$ cat src/rtl/regfile_pkg.sv
// Shared constants and arbiter state encoding for the
// register-file writeback arbiter.
package regfile_pkg;

  localparam int REG_AW = 5;
  localparam int REG_DW = 32;
  localparam logic [REG_AW-1:0] REG_ZERO = 5'd0;

  typedef enum logic {
    ARB_A_PRI   = 1'b0,
    ARB_B_FORCE = 1'b1
  } arb_state_e;

endpackage

$ cat src/rtl/wb_out_reg.sv
// Output register for the register-file write port.
// Ports: clk, rst_n, we/addr/data in; rf_we/rf_waddr/rf_wdata out.
module wb_out_reg
  import regfile_pkg::*;
#(
  parameter int AW = REG_AW,
  parameter int DW = REG_DW
) (
  input  logic          clk,
  input  logic          rst_n,
  input  logic          we,
  input  logic [AW-1:0] addr,
  input  logic [DW-1:0] data,
  output logic          rf_we,
  output logic [AW-1:0] rf_waddr,
  output logic [DW-1:0] rf_wdata
);

  always_ff @(posedge clk or negedge rst_n) begin
    if (!rst_n) begin
      rf_we    <= 1'b0;
      rf_waddr <= '0;
      rf_wdata <= '0;
    end else begin
      rf_we <= we;
      // address/data hold whenever no write is issued
      if (we) begin
        rf_waddr <= addr;
        rf_wdata <= data;
      end
    end
  end

endmodule

$ cat src/rtl/regfile_wb_arbiter.sv
// Arbitrates the single RF write port between WB stage (A, priority)
// and a long-latency unit (B) with a starvation guard forcing one B
// grant after STARVE_LIMIT refused cycles. Output is registered.
// Ports: clk, rst_n; a_valid/a_ready/a_addr/a_data;
// b_valid/b_ready/b_addr/b_data; rf_we/rf_waddr/rf_wdata; b_starved.
// Option: REGFILE_ZERO_DISCARD_EN drops writes to address 0.
module regfile_wb_arbiter
  import regfile_pkg::*;
#(
  parameter int STARVE_LIMIT = 4,
  parameter int AW = REG_AW,
  parameter int DW = REG_DW
) (
  input  logic          clk,
  input  logic          rst_n,
  input  logic          a_valid,
  output logic          a_ready,
  input  logic [AW-1:0] a_addr,
  input  logic [DW-1:0] a_data,
  input  logic          b_valid,
  output logic          b_ready,
  input  logic [AW-1:0] b_addr,
  input  logic [DW-1:0] b_data,
  output logic          rf_we,
  output logic [AW-1:0] rf_waddr,
  output logic [DW-1:0] rf_wdata,
  output logic          b_starved
);

  localparam logic [3:0] LIMIT = 4'(STARVE_LIMIT);

  arb_state_e state, state_nxt;
  logic [3:0] starve_cnt, cnt_nxt;
  logic a_xfer, b_xfer;
  logic we;
  logic [AW-1:0] addr;
  logic [DW-1:0] data;

  always_comb begin
    a_ready = 1'b0;
    b_ready = 1'b0;
    unique case (state)
      ARB_A_PRI: begin
        a_ready = a_valid;
        b_ready = b_valid && !a_valid;
      end
      ARB_B_FORCE: begin
        b_ready = b_valid;
        a_ready = a_valid && !b_valid;
      end
      default: ;
    endcase
  end

  assign a_xfer = a_valid && a_ready;
  assign b_xfer = b_valid && b_ready;

  always_comb begin
    cnt_nxt = 4'd0;
    if (b_valid && !b_ready)
      cnt_nxt = (starve_cnt == 4'hF) ? 4'hF
                                     : starve_cnt + 4'd1;
  end

  // B_FORCE lasts one cycle: B is either granted or has dropped
  always_comb begin
    state_nxt = state;
    unique case (state)
      ARB_A_PRI:
        if (cnt_nxt >= LIMIT) state_nxt = ARB_B_FORCE;
      ARB_B_FORCE:
        state_nxt = ARB_A_PRI;
      default: state_nxt = ARB_A_PRI;
    endcase
  end

  always_ff @(posedge clk or negedge rst_n) begin
    if (!rst_n) begin
      state      <= ARB_A_PRI;
      starve_cnt <= 4'd0;
    end else begin
      state      <= state_nxt;
      starve_cnt <= cnt_nxt;
    end
  end

  assign b_starved = (state == ARB_B_FORCE);

  always_comb begin
    addr = b_xfer ? b_addr : a_addr;
    data = b_xfer ? b_data : a_data;
`ifdef REGFILE_ZERO_DISCARD_EN
    we = (a_xfer || b_xfer) && (addr != AW'(REG_ZERO));
`else
    we = a_xfer || b_xfer;
`endif
  end

  wb_out_reg #(
    .AW(AW),
    .DW(DW)
  ) u_out (
    .clk     (clk),
    .rst_n   (rst_n),
    .we      (we),
    .addr    (addr),
    .data    (data),
    .rf_we   (rf_we),
    .rf_waddr(rf_waddr),
    .rf_wdata(rf_wdata)
  );

endmodule

$ cat config.mk
export PLATFORM = sky130hd
export DESIGN_NAME = regfile_wb_arbiter
export DESIGN_NICKNAME = d
export VERILOG_FILES = /design/src/rtl/regfile_pkg.sv /design/src/rtl/wb_out_reg.sv /design/src/rtl/regfile_wb_arbiter.sv
export SDC_FILE = /design/constraint.sdc
export NUM_CORES = 1
export LEC_CHECK = 0
export ABC_AREA = 1
export ABC_CLOCK_PERIOD_IN_PS = 3110
export BUFFER_PORTS_ARGS = -buffer_cell sky130_fd_sc_hd__buf_2
export CORE_UTILIZATION = 41
export CTS_BUF_LIST = sky130_fd_sc_hd__clkbuf_16
export DETAILED_ROUTE_END_ITERATION = 6
export HOLD_SLACK_MARGIN = 0.1
export PLACE_DENSITY = 0.76
export SLEW_MARGIN = 10
export SYNTH_ARGS = -nofsm -noshare
export SYNTH_HDL_FRONTEND = slang
export SYNTH_SLANG_ARGS = --single-unit
$ cat constraint.sdc
create_clock -name clk -period 3.11 [get_ports clk]
set_clock_uncertainty 0.15 [all_clocks]
set_input_delay 0.1555 -clock clk [delete_from_list [all_inputs] [get_ports clk]]
set_output_delay 0.1555 -clock clk [all_outputs]
set_load 0.02 [all_outputs]
==> results.tsv <==
stage	metric	value	unit
logic_synthesis	synth_top_area_share	0.530	
run	drv_cap	0	
pwr	intPower	1260	µW
pwr	combPwrFrac	0.233	
worst_setup_path	critPathLaunchType	register	
worst_setup_path	slowest_stage	dlygate4sd3_1	
global_routing	antenna_found_initial	0	
floorplanning	initial_core_util	0.427	
global_routing	track_usage	0.267	
detailed_routing	dr.pass1.iters	4	
detailed_routing	ant_nets	0	
timing	relSlewSlack	0.368	
worst_setup_path	critPathKind	reg -> reg	
min_path	hold_path_end	u_out.rf_we	
global_routing	gr-total-overflow	0	
min_path	hold_path_depth	4	
worst_setup_path	cpLargestDelayFamily	buffers and inverters	
logic_synthesis	synth_area	0.00203	mm²
logic_synthesis	ys.warnings.count	0	
detailed_routing	drt_iter0_drc	153	
worst_setup_path	r2r-start	b_starved	
detailed_routing	routed_wl	6830	µm
final_layout	fillers	336	
timing	maxSlewViolCount	0	
timing	fmax	430	MHz
placement	place_congestion	0.775	
worst_setup_path	rrSetupSlack	0.79	ns
timing	hold_viol	0	
worst_setup_path	worstPathMaxFanout	22	
pwr	ir_drop	0.000346	V
clock_network	cts_max_level	2	
pwr	leakagePower	0.00193	µW
pwr	swShare	0.260	
placement	dpl.cell_count	445	
timing	timing.hold.ws	0.187	ns
global_routing	grt_pass1_wl	10700	µm
floorplanning	die_h	72.4	µm
worst_setup_path	slowest_delay	0.61	ns
clock_network	cts_buffers	5	
detailed_routing	viasPerCell	4.78	
worst_setup_path	cpMostUsedCell	nand2_1	
placement	numPortBuffers	118	
pwr	powerDensity	471	mW/mm²
worst_setup_path	crit_buf_inv	2	
timing	min_period	2.32	ns
logic_synthesis	synth.distinct_cells	14	
detailed_routing	wl_per_cell	12.9	µm
timing	finalCritPeriodShare	0.748	
floorplanning	core	0.00475	mm²
final_layout	fin_nets	539	
timing	rsz0062_at_grt	no	
timing	setup_viol	0	
logic_synthesis	ys_seq_area_frac	0.530	
floorplanning	die_x	72.4	µm
run_status	status	finished, final reports clean	
pwr	pwr-share-seq	0.377	
floorplanning	ios	119	
clock_network	post_cts_buffers	0	
logic_synthesis	synth_top_cell_by_area	dfrtp_1	
global_routing	grt_pass1_vias	2422	
final_layout	final_cells	528	
min_path	min_path_type	in -> reg	
clock_network	cts_tree	built	
final_layout	fin_area	0.00360	mm²
clock_network	cts_sinks	43	
timing	tns	0	ns
worst_setup_path	endpoint_kind	register	
placement	dp_hpwl	3830	µm
detailed_routing	vias	2522	
pwr	switchingPower	442	µW
detailed_routing	drc_errors	0	
floorplanning	rows	25	
final_layout	fin_util	0.758	
clock_network	clk_path_buf_depth	2	
final_layout	syn2layout_area_growth	77.4	%
worst_setup_path	critPathRequiredTime	3.13	ns
clock_network	cts_root_buffer	clkbuf_16	
logic_synthesis	syn_inst	270	
worst_setup_path	crit_chain	nand2_1 -> nand2_1 -> buf_4 -> nand2_1 -> o21ai_1 -> dlygate4sd3_1 -> nand2_1	
logic_synthesis	avgSynthCellArea	7.52	µm²
timing	worstMarginPinSlew	0.948	ns
pwr	pwr-share-clk	0.390	
worst_setup_path	reg2reg_depth	7	
worst_setup_path	crit_arrival	2.35	ns
final_layout	antenna_cells	0	
placement	dpl-instance-area	0.00266	mm²
final_layout	drive_gt1_frac	0.289	
clock_network	clkSlewWorstSetupHoldPaths	0.06	ns
min_path	min-delay-start	a_valid	
logic_synthesis	synth_area_leaders	dfrtp_1 (53%), nand2_1 (28%), o21ai_1 (4.9%)	
logic_synthesis	syn_nets	349	
global_routing	grt_max_degree	44	
logic_synthesis	ys_ff_latch	43	
floorplanning	die_area	0.00524	mm²
clock_network	clock_latency	0.28	ns
worst_setup_path	r2r_end	u_out.rf_wdata[22]	
registers in the layout, indices dropped and copies added, names as in the netlist:
register	flops
b_starved	1
u_out.rf_waddr	5
starve_cnt	4
u_out.rf_wdata	32
u_out.rf_we	1
synthesized netlist by cell type:
master      n
a21oi_1     2
ha_1        1
dfrtp_1    43
nand2_1   154
nand4_1     1
nand3b_1    1
clkbuf_1    2
o21ai_1    20
buf_4       6
nand3_1     4
nor2_1      3
o21ai_0    18
buf_2       8
inv_1       7
through the flow:
| step | setup WS (ns) | total power, µW |
|---|---|---|
| floorplan | 1.74 | 807 |
| global placement | 1.27 | 934 |
| detailed placement | 1.17 | 939 |
| CTS | 0.815 | 1690 |
| global route | 0.585 | 1770 |
| finish | 0.785 | 1700 |
power groups by stage:
stage / logic (µW) / clock network (µW) / registers (µW)
after floorplan: 98.3 / 0 / 709
after global placement: 288 / 0 / 646
after detailed placement: 294 / 0 / 645
after CTS: 386 / 671 / 637
after global routing: 431 / 694 / 644
final: 396 / 662 / 639
cell type report:
| type | instances | area [µm²] | area share |
|---|---|---|---|
| Sequential cell | 43 | 1080 | 0.299 |
| Inverter | 7 | 26.3 | 0.00729 |
| Tap cell | 67 | 83.8 | 0.0233 |
| Clock inverter | 3 | 63.8 | 0.0177 |
| Timing Repair Buffer | 199 | 1390 | 0.385 |
| Clock buffer | 5 | 125 | 0.0347 |
| Multi-Input combinational cell | 204 | 842 | 0.234 |
worst max path at each step:
stage / startpoint / endpoint / slack [ns] / cells past startpoint
after CTS: b_starved / u_out.rf_wdata[23] / 0.81 / 7
after detailed placement: b_valid / u_out.rf_wdata[23] / 1.17 / 7
after global routing: b_starved / u_out.rf_wdata[22] / 0.58 / 7
final: b_starved / u_out.rf_wdata[22] / 0.79 / 7
after global placement: b_valid / u_out.rf_wdata[6] / 1.27 / 6
after floorplan: b_starved / u_out.rf_wdata[22] / 1.74 / 6
repair_timing:
action / CTS / global route
resized for setup: 0 / 0
hold buffers: 75 / 0
hold endpoints to repair: 80 / 0
per-layer routing:
metal / vias up / track usage / wire length (µm)
li1: 1221 / - / -
met1: 1171 / 0.296 / 2620
met2: 104 / 0.479 / 3570
met3: 26 / 0.0486 / 396
met4: 0 / 0.155 / 244
met5: - / 0 / 0
cell usage in the layout (no fill, tap or decap), drive strengths merged, types with 2 or more instances in the layout:
cell type,synthesis,routed
bufinv,0,2
a21oi,2,2
dlygate4sd3,0,75
clkbuf,2,5
nor2,3,3
nand3,4,4
dfrtp,43,43
buf,14,124
nand2,154,154
o21ai,38,38
inv,7,8
worst register-to-register path: stages (launching register included):
cell,delay [ns]
dfrtp_1,0.34
nand2_1,0.08
nand2_1,0.44
buf_4,0.35
nand2_1,0.08
o21ai_1,0.10
dlygate4sd3_1,0.61
nand2_1,0.07
cell families after synthesis:
logic type	synth area share
DFF	0.530
adders and majority gates	0.00616
and+or+nand+nor	0.307
AOI/OAI and AO/OA	0.0986
buffers and inverters	0.0585
(Power assumes the default switching activity.)
